[src/rtl/matrix_feeder.sv]
// matrix_feeder: collects nine elements in row-major order into the packed
// matrix word, holds it while the determinant block settles, then captures the
// returned determinant and offers it on a valid/ready result port.
module matrix_feeder #(
  parameter int ELEM_W      = 5,
  parameter int DET_W       = 16,
  parameter int WAIT_CYCLES = 2
) (
  input  logic                  clk,
  input  logic                  reset,
  input  logic                  flush,
  input  logic [ELEM_W-1:0]     elem_in,
  input  logic                  elem_valid,
  output logic                  elem_ready,
  output logic [3:0]            elem_count,
  output logic [9*ELEM_W-1:0]   matrix_out,
  input  logic [DET_W-1:0]      det_in,
  output logic [DET_W-1:0]      res_data,
  output logic                  res_neg,
  output logic                  res_valid,
  input  logic                  res_ready
);

  localparam int MAT_W = 9 * ELEM_W;
  localparam int WCW   = (WAIT_CYCLES < 1) ? 1 : $clog2(WAIT_CYCLES + 1);

  typedef enum logic [1:0] {
    S_LOAD = 2'd0,
    S_WAIT = 2'd1,
    S_DONE = 2'd2
  } state_t;

  state_t             state_q, state_d;
  logic [3:0]         count_q, count_d;
  logic [WCW-1:0]     wcnt_q, wcnt_d;
  logic [MAT_W-1:0]   mat_q;
  logic [DET_W-1:0]   res_q, res_d;
  logic               neg_q, neg_d;
  logic               rv_q, rv_d;

  logic               load_en;
  logic               wait_hit;
  logic [8:0]         slot_we;

  // An element is taken only while loading; flush drops a coincident transfer.
  assign load_en  = (state_q == S_LOAD) && elem_valid && !flush;
  assign wait_hit = (state_q == S_WAIT) && (wcnt_q == WCW'(WAIT_CYCLES));

  // One write strobe per matrix slot, selected by the running element index.
  for (genvar gi = 0; gi < 9; gi++) begin : g_slot_we
    assign slot_we[gi] = load_en && (count_q == 4'(gi));
  end

  // State register.
  always_ff @(posedge clk) begin
    if (reset) state_q <= S_LOAD;
    else       state_q <= state_d;
  end

  // Next-state logic: flush aborts to LOAD from anywhere.
  always_comb begin
    state_d = state_q;
    if (flush) begin
      state_d = S_LOAD;
    end else begin
      case (state_q)
        S_LOAD:  if (elem_valid && count_q == 4'd8) state_d = S_WAIT;
        S_WAIT:  if (wait_hit) state_d = S_DONE;
        S_DONE:  if (res_ready) state_d = S_LOAD;
        default: state_d = S_LOAD;
      endcase
    end
  end

  // Output decode from registered state only.
  always_comb begin
    elem_ready = (state_q == S_LOAD);
  end

  // Counter and result next-state values.
  always_comb begin
    count_d = count_q;
    wcnt_d  = wcnt_q;
    res_d   = res_q;
    neg_d   = neg_q;
    rv_d    = rv_q;
    if (flush) begin
      count_d = 4'd0;
      wcnt_d  = '0;
      rv_d    = 1'b0;
    end else begin
      case (state_q)
        S_LOAD: begin
          if (elem_valid) begin
            count_d = count_q + 4'd1;
            wcnt_d  = '0;
          end
        end
        S_WAIT: begin
          wcnt_d = wcnt_q + 1'b1;
          if (wait_hit) begin
            res_d = det_in;
            neg_d = det_in[DET_W-1];
            rv_d  = 1'b1;
          end
        end
        S_DONE: begin
          if (res_ready) begin
            rv_d    = 1'b0;
            count_d = 4'd0;
          end
        end
        default: ;
      endcase
    end
  end

  // Counter and result registers; matrix and result survive a flush.
  always_ff @(posedge clk) begin
    if (reset) begin
      count_q <= 4'd0;
      wcnt_q  <= '0;
      res_q   <= '0;
      neg_q   <= 1'b0;
      rv_q    <= 1'b0;
    end else begin
      count_q <= count_d;
      wcnt_q  <= wcnt_d;
      res_q   <= res_d;
      neg_q   <= neg_d;
      rv_q    <= rv_d;
    end
  end

  // Matrix word: element i lands at the i-th field counted from the MSB end.
  always_ff @(posedge clk) begin
    if (reset) begin
      mat_q <= '0;
    end else begin
      for (int i = 0; i < 9; i++) begin
        if (slot_we[i]) mat_q[MAT_W-1-ELEM_W*i -: ELEM_W] <= elem_in;
      end
    end
  end

  assign elem_count = count_q;
  assign matrix_out = mat_q;
  assign res_data   = res_q;
  assign res_neg    = neg_q;
  assign res_valid  = rv_q;

endmodule

[config.mk]
export PLATFORM = sky130hd
export DESIGN_NAME = matrix_feeder
export DESIGN_NICKNAME = d
export VERILOG_FILES = /design/src/rtl/matrix_feeder.sv
export SDC_FILE = /design/constraint.sdc
export NUM_CORES = 1
export LEC_CHECK = 0
export CAP_MARGIN = 20
export CORE_MARGIN = 5
export CORE_UTILIZATION = 40
export DETAILED_ROUTE_END_ITERATION = 7
export PLACE_DENSITY = 0.79
export SYNTH_ARGS = -nofsm -noshare
export SYNTH_HDL_FRONTEND = slang
export SYNTH_SLANG_ARGS = --single-unit
[constraint.sdc]
create_clock -name clk -period 1.77 [get_ports clk]
set_input_delay 0.2655 -clock clk [delete_from_list [all_inputs] [get_ports clk]]
set_output_delay 0.2655 -clock clk [all_outputs]
set_load 0.02 [all_outputs]
==> results.md <==
- Largest delay share family, worst path: buffers and inverters
- Die X: 95.5 µm
- Reg power frac: 0.542
- Main synth FF type: dfxtp_1
- Post-route ant nets: 0
- Crit-path cells: clkdlybuf4s50_1
- First-pass GRT wire length: 12000 µm
- TNS Setup: 0 ns
- Switching power: 726 µW
- Longest Clk Path Bufs: 2
- Pwr dens: 704 nW/µm²
- Slew Limit Headroom: 0.620
- Number of diodes: 0
- I/O pin cnt: 94
- Setup Crit Path Kind: reg2out
- Status: finished, final reports clean
- Setup WS pre-CTS: 0.0274 ns
- Area grow syn2layout: 42.4%
- Buffers & Inverters on Critical Path: 1
- Net Sw Frac: 0.248
- IO buf count: 93
- First-pass DRT Iterations: 4
- Post-layout minimum cycle time: 1.70 ns
- Clock tree from TritonCTS: done
- Initial antenna violation count: 0
- VDD IR max: 372 µV
- Clock Power Share: 0.388
- Detailed Route Iter0 Violations: 93
- CP Data Arrival Time: 1.44 ns
- Nets: 428
- Setup bufs post-CTS: 0
- Period utilisation layout: 0.961
- GP Congestion: 0.753
- H-tree depth: 3
- CTS clk-pin slew, worst paths: 0.08 ns
- Syn nets: 332
- Cell area after synthesis: 2930 µm²
- Number of vias per cell: 4.80
- Die H: 95.5 µm
- Logic pwr share: 0.070
- CTS Buf Count: 9
- Largest net degree at the start of global routing: 37
- Clock root cell: clkbuf_8
- EDFF count, synth: 0
- Rows: 31
- Sequential fraction of the synthesis area: 0.479
- DP HPWL: 5390 µm
- Worst hold margin: 0.380 ns
- Core Area: 7180 µm²
- R2r setup slk: 0.23 ns
- Die area: 9130 µm²
- Slowest stage delay, CP: 0.66 ns
- DR WL/cell: 14.8 µm
- F_max: 0.588 GHz
- Final count of hold timing violations: 0
- Slowest CP cell: clkdlybuf4s50_1
- Cell variety after synth: 32
- All-Layer GR Usage: 0.170
- Synthesis-stage register bit count: 70
- Startpoint types: flop
- Hold crit path type: in2reg
- Vias in the first global route: 2471
- MaxCap Viol Count: 0
- Cells after synthesis: 301
- Routed via count: 2407
- Pins Over Slew Limit: 0
- Async set-or-reset flop fraction in the synthesized netlist: 0
- Max FO, Critical Path: 7
- RSZ-0062 raised after global routing: no
- Synth warnings: 0
- Worst skew pair latency: 0.35 ns
- Worst EP required: 1.50 ns
- Overflow after GRT: 0
- Core Util, Final: 0.581
- Residual DRC: 0
- Syn_area_per_cell: 9.72 µm²
- Post-Route Skew: 0.00891 ns
- Share of layout cells above drive strength 1: 0.112
- PnR worst setup slack: 0.0683 ns
- Finish-stage setup viols: 0
- Worst Setup End Kind: output port
- Worst-Margin Slew: 0.565 ns
- Cell-internal power: 2210 µW
- Clock Sinks: 70
- Starting Density: 0.408
- Lkg Pwr: 0.00171 µW
- Detailed-route wire length: 7390 µm
-- worst reg2reg max path: cells and delay by family, from the launching register on --
kind / cells / cell delay (ns)
adder cells (fa/ha/maj): 1 / 0.21
buffers and inverters: 2 / 0.37
AND/OR/NAND/NOR: 2 / 0.30
flip-flops: 1 / 0.42
multiplexers: 1 / 0.12
-- cell families (layout without fill, tap and decap cells) --
group,Yosys count,in the layout,share of synthesized area
fa+ha+maj,5,5,0.0214
compound gates,33,33,0.0616
mux,46,46,0.157
flops,70,70,0.479
buf+inv,29,130,0.0432
simple gates,118,118,0.238
-- registers in the layout (all words and copies together) (netlist names) --
name,flops
res_data,16
res_valid,1
wcnt_q,2
state_q,2
matrix_out,45
elem_count,4
-- synth_stat cells (2+ instances only) --
| library cell | instances | area [µm²] |
|---|---|---|
| dfxtp_1 | 70 | 1400 |
| nand2b_1 | 53 | 332 |
| mux2i_1 | 46 | 460 |
| nand2_1 | 34 | 128 |
| a21oi_1 | 21 | 105 |
| clkbuf_1 | 13 | 48.8 |
| buf_2 | 7 | 35.0 |
| nor2_1 | 7 | 26.3 |
| inv_1 | 6 | 22.5 |
| ha_1 | 5 | 62.6 |
| nand3_2 | 5 | 50.1 |
| o21ai_0 | 5 | 25.0 |
| nor2b_1 | 4 | 25.0 |
| a211oi_1 | 2 | 15.0 |
| a31oi_1 | 2 | 12.5 |
| buf_4 | 2 | 15.0 |
| nor3b_1 | 2 | 15.0 |
| nor4bb_1 | 2 | 20.0 |
| or3_1 | 2 | 12.5 |
-- worst paths after layout --
path                               from                     endpoint  cells after the start
max          elem_count[2]$_SDFFE_PP0P_                elem_count[2]                      1
min                               reset  matrix_out[16]$_SDFFE_PP0P_                      3
max reg2reg  elem_count[1]$_SDFFE_PP0P_  matrix_out[25]$_SDFFE_PP0P_                      6
min reg2reg      res_valid$_SDFFE_PP0P_       res_valid$_SDFFE_PP0P_                      2
-- final cells by class --
cell class | count | area [µm²]
Fill cell | 610 | 3010
Multi-Input combinational cell | 202 | 1410
Sequential cell | 70 | 1400
Timing Repair Buffer | 108 | 1040
Clock buffer | 9 | 124
Tap cell | 99 | 124
Clock inverter | 7 | 48.8
Inverter | 6 | 22.5
-- per-stage QoR --
step / power [µW] / instance area [µm²] / instances
3_3_place_gp: 1830 / 3990 / 485
3_5_place_dp: 1830 / 3990 / 485
2_1_floorplan: 1720 / 2930 / 301
5_1_grt: 3070 / 4170 / 501
6_report: 2930 / 4170 / 501
4_1_cts: 2960 / 4160 / 501
-- power by group through the flow --
| stage | Sequential [µW] | Combinational [µW] | Clock, µW |
|---|---|---|---|
| floorplan | 1640 | 85.5 | 0 |
| detailed placement | 1630 | 204 | 0 |
| global placement | 1630 | 203 | 0 |
| CTS | 1590 | 205 | 1170 |
| global route | 1590 | 219 | 1260 |
| finish | 1590 | 204 | 1140 |
-- metal layers --
layer  up-vias  wire, µm  GRT usage
met5         -         0          0
met4         0        91     0.0521
met3        10       553     0.0545
met2        74      3270      0.266
met1      1128      3480      0.223
li1       1195         -          -
-- cell usage in the layout (no fill, tap or decap), drive strengths merged --
cell / count
nor2: 7
nand2: 34
nor3b: 4
buf: 16
nand3: 5
a211oi: 2
clkdlybuf4s50: 89
dlymetal6s2s: 1
nor4bb: 2
ha: 5
a31o: 1
nand4: 2
nor2b: 4
o21ai: 5
or3: 2
dlygate4sd2: 2
nand4bb: 1
clkinv: 4
or2: 1
a21oi: 21
nand4b: 1
nor3: 1
a31oi: 2
mux2i: 46
inv: 8
nand2b: 53
clkinvlp: 1
a22oi: 1
dfxtp: 70
o22ai: 1
clkbuf: 9
and3: 1
-- what timing repair did --
action | in CTS | in global routing
gates resized for setup | 4 | 1
hold buffers | 0 | 0
endpoints found under the setup margin | 3 | 1
Power figures use the tool's default switching activity.
